===== src/rtl/sys_pll_seq_pkg.sv =====
// Shared types and constants for the PLL reset sequencer.
package sys_pll_seq_pkg;

    localparam int RETRY_W = 8;

    typedef enum logic [2:0] {
        ST_PLL_RST   = 3'd0,
        ST_WAIT_LOCK = 3'd1,
        ST_FILTER    = 3'd2,
        ST_RELEASE   = 3'd3,
        ST_RUN       = 3'd4
    } state_t;

    function automatic int max_int(input int a, input int b);
        return (a > b) ? a : b;
    endfunction

endpackage


===== src/rtl/lock_sync.sv =====
// Two-flop synchroniser for a single asynchronous level; resets to 0.
module lock_sync (
    input  logic i_clk,
    input  logic i_reset,
    input  logic i_async,
    output logic o_sync
);

    logic [1:0] r_sync;

    // Shift the raw level through two flops to settle metastability.
    always_ff @(posedge i_clk or posedge i_reset) begin
        if (i_reset) r_sync <= '0;
        else         r_sync <= {r_sync[0], i_async};
    end

    assign o_sync = r_sync[1];

endmodule


===== src/rtl/sys_pll_seq.sv =====
// PLL reset sequencer: pulses the PLL reset, waits for a filtered lock,
// then releases per-domain resets in ascending order with a fixed gap.
// Any lock loss after release re-arms the whole sequence from the PLL reset.
module sys_pll_seq
    import sys_pll_seq_pkg::*;
#(
    parameter int CHANNELS       = 2,
    parameter int PLL_RST_CYCLES = 16,
    parameter int LOCK_TIMEOUT   = 65536,
    parameter int LOCK_FILTER    = 256,
    parameter int STAGE_CYCLES   = 32
) (
    input  logic               i_clk,
    input  logic               i_reset,
    input  logic               i_locked,
    output logic               o_pll_reset,
    output logic [CHANNELS-1:0] o_rst,
    output logic               o_ready,
    output logic [RETRY_W-1:0] o_retry_cnt,
    output logic               o_lock_lost
);

    // One shared counter, wide enough that it never wraps in any state.
    localparam int MAXP  = max_int(max_int(PLL_RST_CYCLES, LOCK_TIMEOUT),
                                   max_int(LOCK_FILTER, STAGE_CYCLES));
    localparam int CNT_W = $clog2(MAXP + 1);

    localparam logic [CNT_W-1:0] PLL_LAST   = CNT_W'(PLL_RST_CYCLES - 1);
    localparam logic [CNT_W-1:0] TO_LAST    = CNT_W'(LOCK_TIMEOUT - 1);
    localparam logic [CNT_W-1:0] FILT_LAST  = CNT_W'(LOCK_FILTER - 1);
    localparam logic [CNT_W-1:0] STAGE_LAST = CNT_W'(STAGE_CYCLES - 1);

    logic                w_lock;
    state_t              r_state,     w_state;
    logic [CNT_W-1:0]    r_cnt,       w_cnt;
    logic                r_pll_reset, w_pll_reset;
    logic [CHANNELS-1:0] r_rst,       w_rst;
    logic                r_ready,     w_ready;
    logic [RETRY_W-1:0]  r_retry,     w_retry;
    logic                r_lost,      w_lost;
    logic [RETRY_W-1:0]  w_retry_inc;

    lock_sync u_lock_sync (
        .i_clk   (i_clk),
        .i_reset (i_reset),
        .i_async (i_locked),
        .o_sync  (w_lock)
    );

    assign w_retry_inc = (r_retry == '1) ? r_retry : r_retry + RETRY_W'(1);

    // State, counter and every output are registered together.
    always_ff @(posedge i_clk or posedge i_reset) begin
        if (i_reset) begin
            r_state     <= ST_PLL_RST;
            r_cnt       <= '0;
            r_pll_reset <= 1'b1;
            r_rst       <= '1;
            r_ready     <= 1'b0;
            r_retry     <= '0;
            r_lost      <= 1'b0;
        end else begin
            r_state     <= w_state;
            r_cnt       <= w_cnt;
            r_pll_reset <= w_pll_reset;
            r_rst       <= w_rst;
            r_ready     <= w_ready;
            r_retry     <= w_retry;
            r_lost      <= w_lost;
        end
    end

    // Next-state and next-output logic. Releases shift a zero in from bit 0,
    // so o_rst is always ones above the released channels: order is ascending
    // by construction and a reload of all-ones restarts from channel 0.
    always_comb begin
        w_state     = r_state;
        w_cnt       = r_cnt;
        w_pll_reset = r_pll_reset;
        w_rst       = r_rst;
        w_ready     = r_ready;
        w_retry     = r_retry;
        w_lost      = r_lost;
        case (r_state)
            ST_PLL_RST: begin
                w_pll_reset = 1'b1;
                w_rst       = '1;
                w_ready     = 1'b0;
                if (r_cnt == PLL_LAST) begin
                    w_state     = ST_WAIT_LOCK;
                    w_cnt       = '0;
                    w_pll_reset = 1'b0;
                end else begin
                    w_cnt = r_cnt + CNT_W'(1);
                end
            end
            ST_WAIT_LOCK: begin
                if (w_lock) begin
                    w_state = ST_FILTER;
                    w_cnt   = '0;
                end else if (r_cnt == TO_LAST) begin
                    w_state     = ST_PLL_RST;
                    w_cnt       = '0;
                    w_pll_reset = 1'b1;
                    w_retry     = w_retry_inc;
                end else begin
                    w_cnt = r_cnt + CNT_W'(1);
                end
            end
            ST_FILTER: begin
                if (!w_lock) begin
                    w_state = ST_WAIT_LOCK;
                    w_cnt   = '0;
                end else if (r_cnt == FILT_LAST) begin
                    w_state = ST_RELEASE;
                    w_cnt   = '0;
                    w_rst   = r_rst << 1;
                end else begin
                    w_cnt = r_cnt + CNT_W'(1);
                end
            end
            ST_RELEASE, ST_RUN: begin
                if (!w_lock) begin
                    w_state     = ST_PLL_RST;
                    w_cnt       = '0;
                    w_pll_reset = 1'b1;
                    w_rst       = '1;
                    w_ready     = 1'b0;
                    w_lost      = 1'b1;
                    w_retry     = w_retry_inc;
                end else if (r_state == ST_RELEASE) begin
                    if (r_rst == '0) begin
                        w_state = ST_RUN;
                        w_ready = 1'b1;
                    end else if (r_cnt == STAGE_LAST) begin
                        w_rst = r_rst << 1;
                        w_cnt = '0;
                    end else begin
                        w_cnt = r_cnt + CNT_W'(1);
                    end
                end
            end
            default: begin
                w_state     = ST_PLL_RST;
                w_cnt       = '0;
                w_pll_reset = 1'b1;
                w_rst       = '1;
                w_ready     = 1'b0;
            end
        endcase
    end

    assign o_pll_reset = r_pll_reset;
    assign o_rst       = r_rst;
    assign o_ready     = r_ready;
    assign o_retry_cnt = r_retry;
    assign o_lock_lost = r_lost;

endmodule


===== config.mk =====
export PLATFORM = sky130hd
export DESIGN_NAME = sys_pll_seq
export DESIGN_NICKNAME = d
export VERILOG_FILES = /design/src/rtl/sys_pll_seq_pkg.sv /design/src/rtl/lock_sync.sv /design/src/rtl/sys_pll_seq.sv
export SDC_FILE = /design/constraint.sdc
export NUM_CORES = 1
export LEC_CHECK = 0
export CAP_MARGIN = 20
export CORE_MARGIN = 10
export CORE_UTILIZATION = 47
export DETAILED_ROUTE_END_ITERATION = 10
export PLACE_DENSITY = 0.68
export SYNTH_ARGS = -nofsm -noshare
export SYNTH_HDL_FRONTEND = slang
export SYNTH_SLANG_ARGS = --single-unit

===== constraint.sdc =====
create_clock -name i_clk -period 7.49 [get_ports i_clk]
set_input_delay 1.1235 -clock i_clk [delete_from_list [all_inputs] [get_ports i_clk]]
set_output_delay 1.1235 -clock i_clk [all_outputs]
set_load 0.02 [all_outputs]

==> run metrics <==
status finished clean; ranking of synthesized cells by area dfrtp_1, xor2_1, a21oi_1, dfstp_2, nand3_1; post-route ant nets 0; dominant cell type by area after synthesis dfrtp_1; DR top layer met4; Clk pin slew, worst setup/hold paths approximately 70 ps; Post-synth ARST share 100%; register share of total power roughly two fifths; FF+latch count, synth 35; Slowest cell on crit path nor2_1; dpl cell area 0.00216 mm2; post-CTS setup buffers 0; sequential area share after synthesis a little over two fifths; post-DP HPWL 2990 um; final WL between 4000 and 5000 um; initial DRC count roughly 140; Tot GR Track Use between 10% and 20%; WHS between 300 and 400 ps; Initial DRT Pass Iterations 4; clk_lat worst skew roughly 280 ps; Critical Path Sink Type register; design area 0.00225 mm2; clock sink count 35; Via density slightly below 6; antenna violations before repair 0; crit-path max FO 16; TNS Setup 0 ps; Rel. slew slack between 20 and 30%; final hold vios 0; initial core utilization between 40% and 50%; hold_buf cts 0; Die ar. ~0.0073 mm2; total I/O pin count 16; Clk pwr share 20.3%; gpl congestion about 0.90; number of flops mapped to enable cells by yosys 0; startpoint types register; Max Clk Rate between 0.3 and 0.4 GHz; synth warn 0; I/O Buffers 15; ys flop type dfrtp_1; pwr/cell area about 300 mW/mm2; Hold Crit Class register to register; met2 wire length 1940 um; Vias around 1600; row count 23; GR Overflow Total 0; most frequent cells in the layout dfrtp_1, a21oi_1, clkdlybuf4s50_1; # Max-Cap Violations 0; share of the synthesized area in the top cell type approximately two fifths; LEAKAGE between 0.9 and 1 nW; Sw Ratio roughly 40%; Layout Nets roughly 220; most common cell after layout, fill and taps aside dfrtp_1; clock tree buffer depth 2; CP max stage delay between 800 and 900 ps; Area Growth Syn to Fin 12.3%; largest net degree at the start of global routing 36; critical path data arrival time 2870 ps; Mapped Cells 201; Int Pwr 419 uW; synthesized cell area 0.00200 mm2; DIE WIDTH ~85 um; number of setup violations in the final report 0; RSZ-0062 raised after global routing no; DRT met1 WL 1890 um; WS Path Type register to register; combinational share of power about 40%; Residual DRC 0; peak supply drop between 200 and 250 uV; max-slew violation count 0; WL/cell 15.4 um; Die H ~85 um; Final Critical Period 2760 ps; syn nets 208; antenna cells 0; clk root buf clkbuf_8; syn avg cell area roughly 10 um2; CTS tree yes; Slew @ Worst Pin between 1000 and 1500 ps; Worst Skew between 4 and 5 ps; H-tree levels 2; number of global-route vias before repair roughly 1500; clock buffer count from CTS 5; fin crit share between 30% and 40%; worst path cell trace or4_4 > nor4_4 > a21oi_1 > nor2_1 > a22oi_1; Resized cells post-CTS 0; Req. time, crit path about 7600 ps; Yosys cell types 52; Core Area 0.00406 mm2; first-pass GRT wire length about 7300 um; share of cells above drive strength 1 between 10% and 20%; routed length on met3 roughly 190 um; Psw 270 uW; fill count 345
[power groups by stage]
stage,sequential (mW),combinational [mW],clock [mW]
CTS,0.280,0.272,0.143
floorplan,0.284,0.197,0
global route,0.290,0.298,0.153
global placement,0.282,0.263,0
finish,0.280,0.269,0.140
detailed placement,0.284,0.270,0
[per-layer routing]
layer | GRT usage (%) | vias to the layer above
met5 | 0 | -
met2 | 17.7 | 34
met1 | 15.6 | 758
met4 | 5.09 | 0
met3 | 3.92 | 7
li1 | - | 759
[layout make-up]
class                           count  area [um2]  area share [%]
Clock buffer                        7        86.3            3.84
Sequential cell                    35         880            39.1
Multi-Input combinational cell    150        1030            45.6
Clock inverter                      1        5.00           0.222
Tap cell                           50        62.6            2.78
Inverter                            7        26.3            1.17
Timing Repair Buffer               17         165            7.34
[worst max-delay path, delay by kind of cell (launching register included)]
family | cells | cell delay, ps
flip-flops | 1 | 400
AO/OA/AOI/OAI | 2 | 400
AND/OR/NAND/NOR | 3 | 1770
[final timing paths]
kind                                              end                   from  slack, ps  cells after the start
worst max register to register              r_cnt[15]               r_cnt[8]       4730                      5
worst max-delay path                        r_cnt[15]               r_cnt[8]       4730                      5
max in group asynchronous                 o_pll_reset                i_reset       5910                      3
worst min-delay path            u_lock_sync.r_sync[1]  u_lock_sync.r_sync[0]        350                      0
min in group asynchronous              o_retry_cnt[0]                i_reset       1240                      3
worst min register to register  u_lock_sync.r_sync[1]  u_lock_sync.r_sync[0]        350                      0
[synthesized netlist by cell type, types with 3 or more instances]
master    count
xor2_1       14
nor3_1        3
ha_1          4
a31oi_1       6
nand2_1      12
dfrtp_1      32
buf_4         3
nand3_1      14
nand4_1       9
o21ai_0       5
clkbuf_1      3
and4_1        3
xnor2_1       7
inv_1         7
dfstp_2       3
nor2_1        9
a21oi_1      21
and3_1        5
[cells by family after synthesis]
kind of cell               Yosys count  share of synthesized area, %
muxes                                4                          2.12
xor gates and xnor gates            21                          9.18
adders and majority gates            4                          2.50
AOI/OAI and AO/OA                   42                          12.6
DFF                                 35                          43.9
and+or+nand+nor                     79                          24.8
buffers and inverters               16                          4.93
[registers in the layout, summed over array words and instances (netlist names)]
name,cells
o_lock_lost,1
o_pll_reset,1
r_cnt,17
r_state,3
o_ready,1
u_lock_sync.r_sync,2
o_rst,2
o_retry_cnt,8
[through the flow]
step | utilization, % | power, mW | std cells | setup slack [ps]
after global placement | 53.2 | 0.545 | 259 | 4820
after floorplan | - | 0.481 | 201 | 5020
after detailed placement | 53.2 | 0.554 | 259 | 4760
after CTS | 55.5 | 0.695 | 267 | 4740
after global routing | 55.5 | 0.741 | 267 | 4490
final | 55.5 | 0.689 | 267 | 4730
No activity file was read; power rests on OpenSTA's default activity.
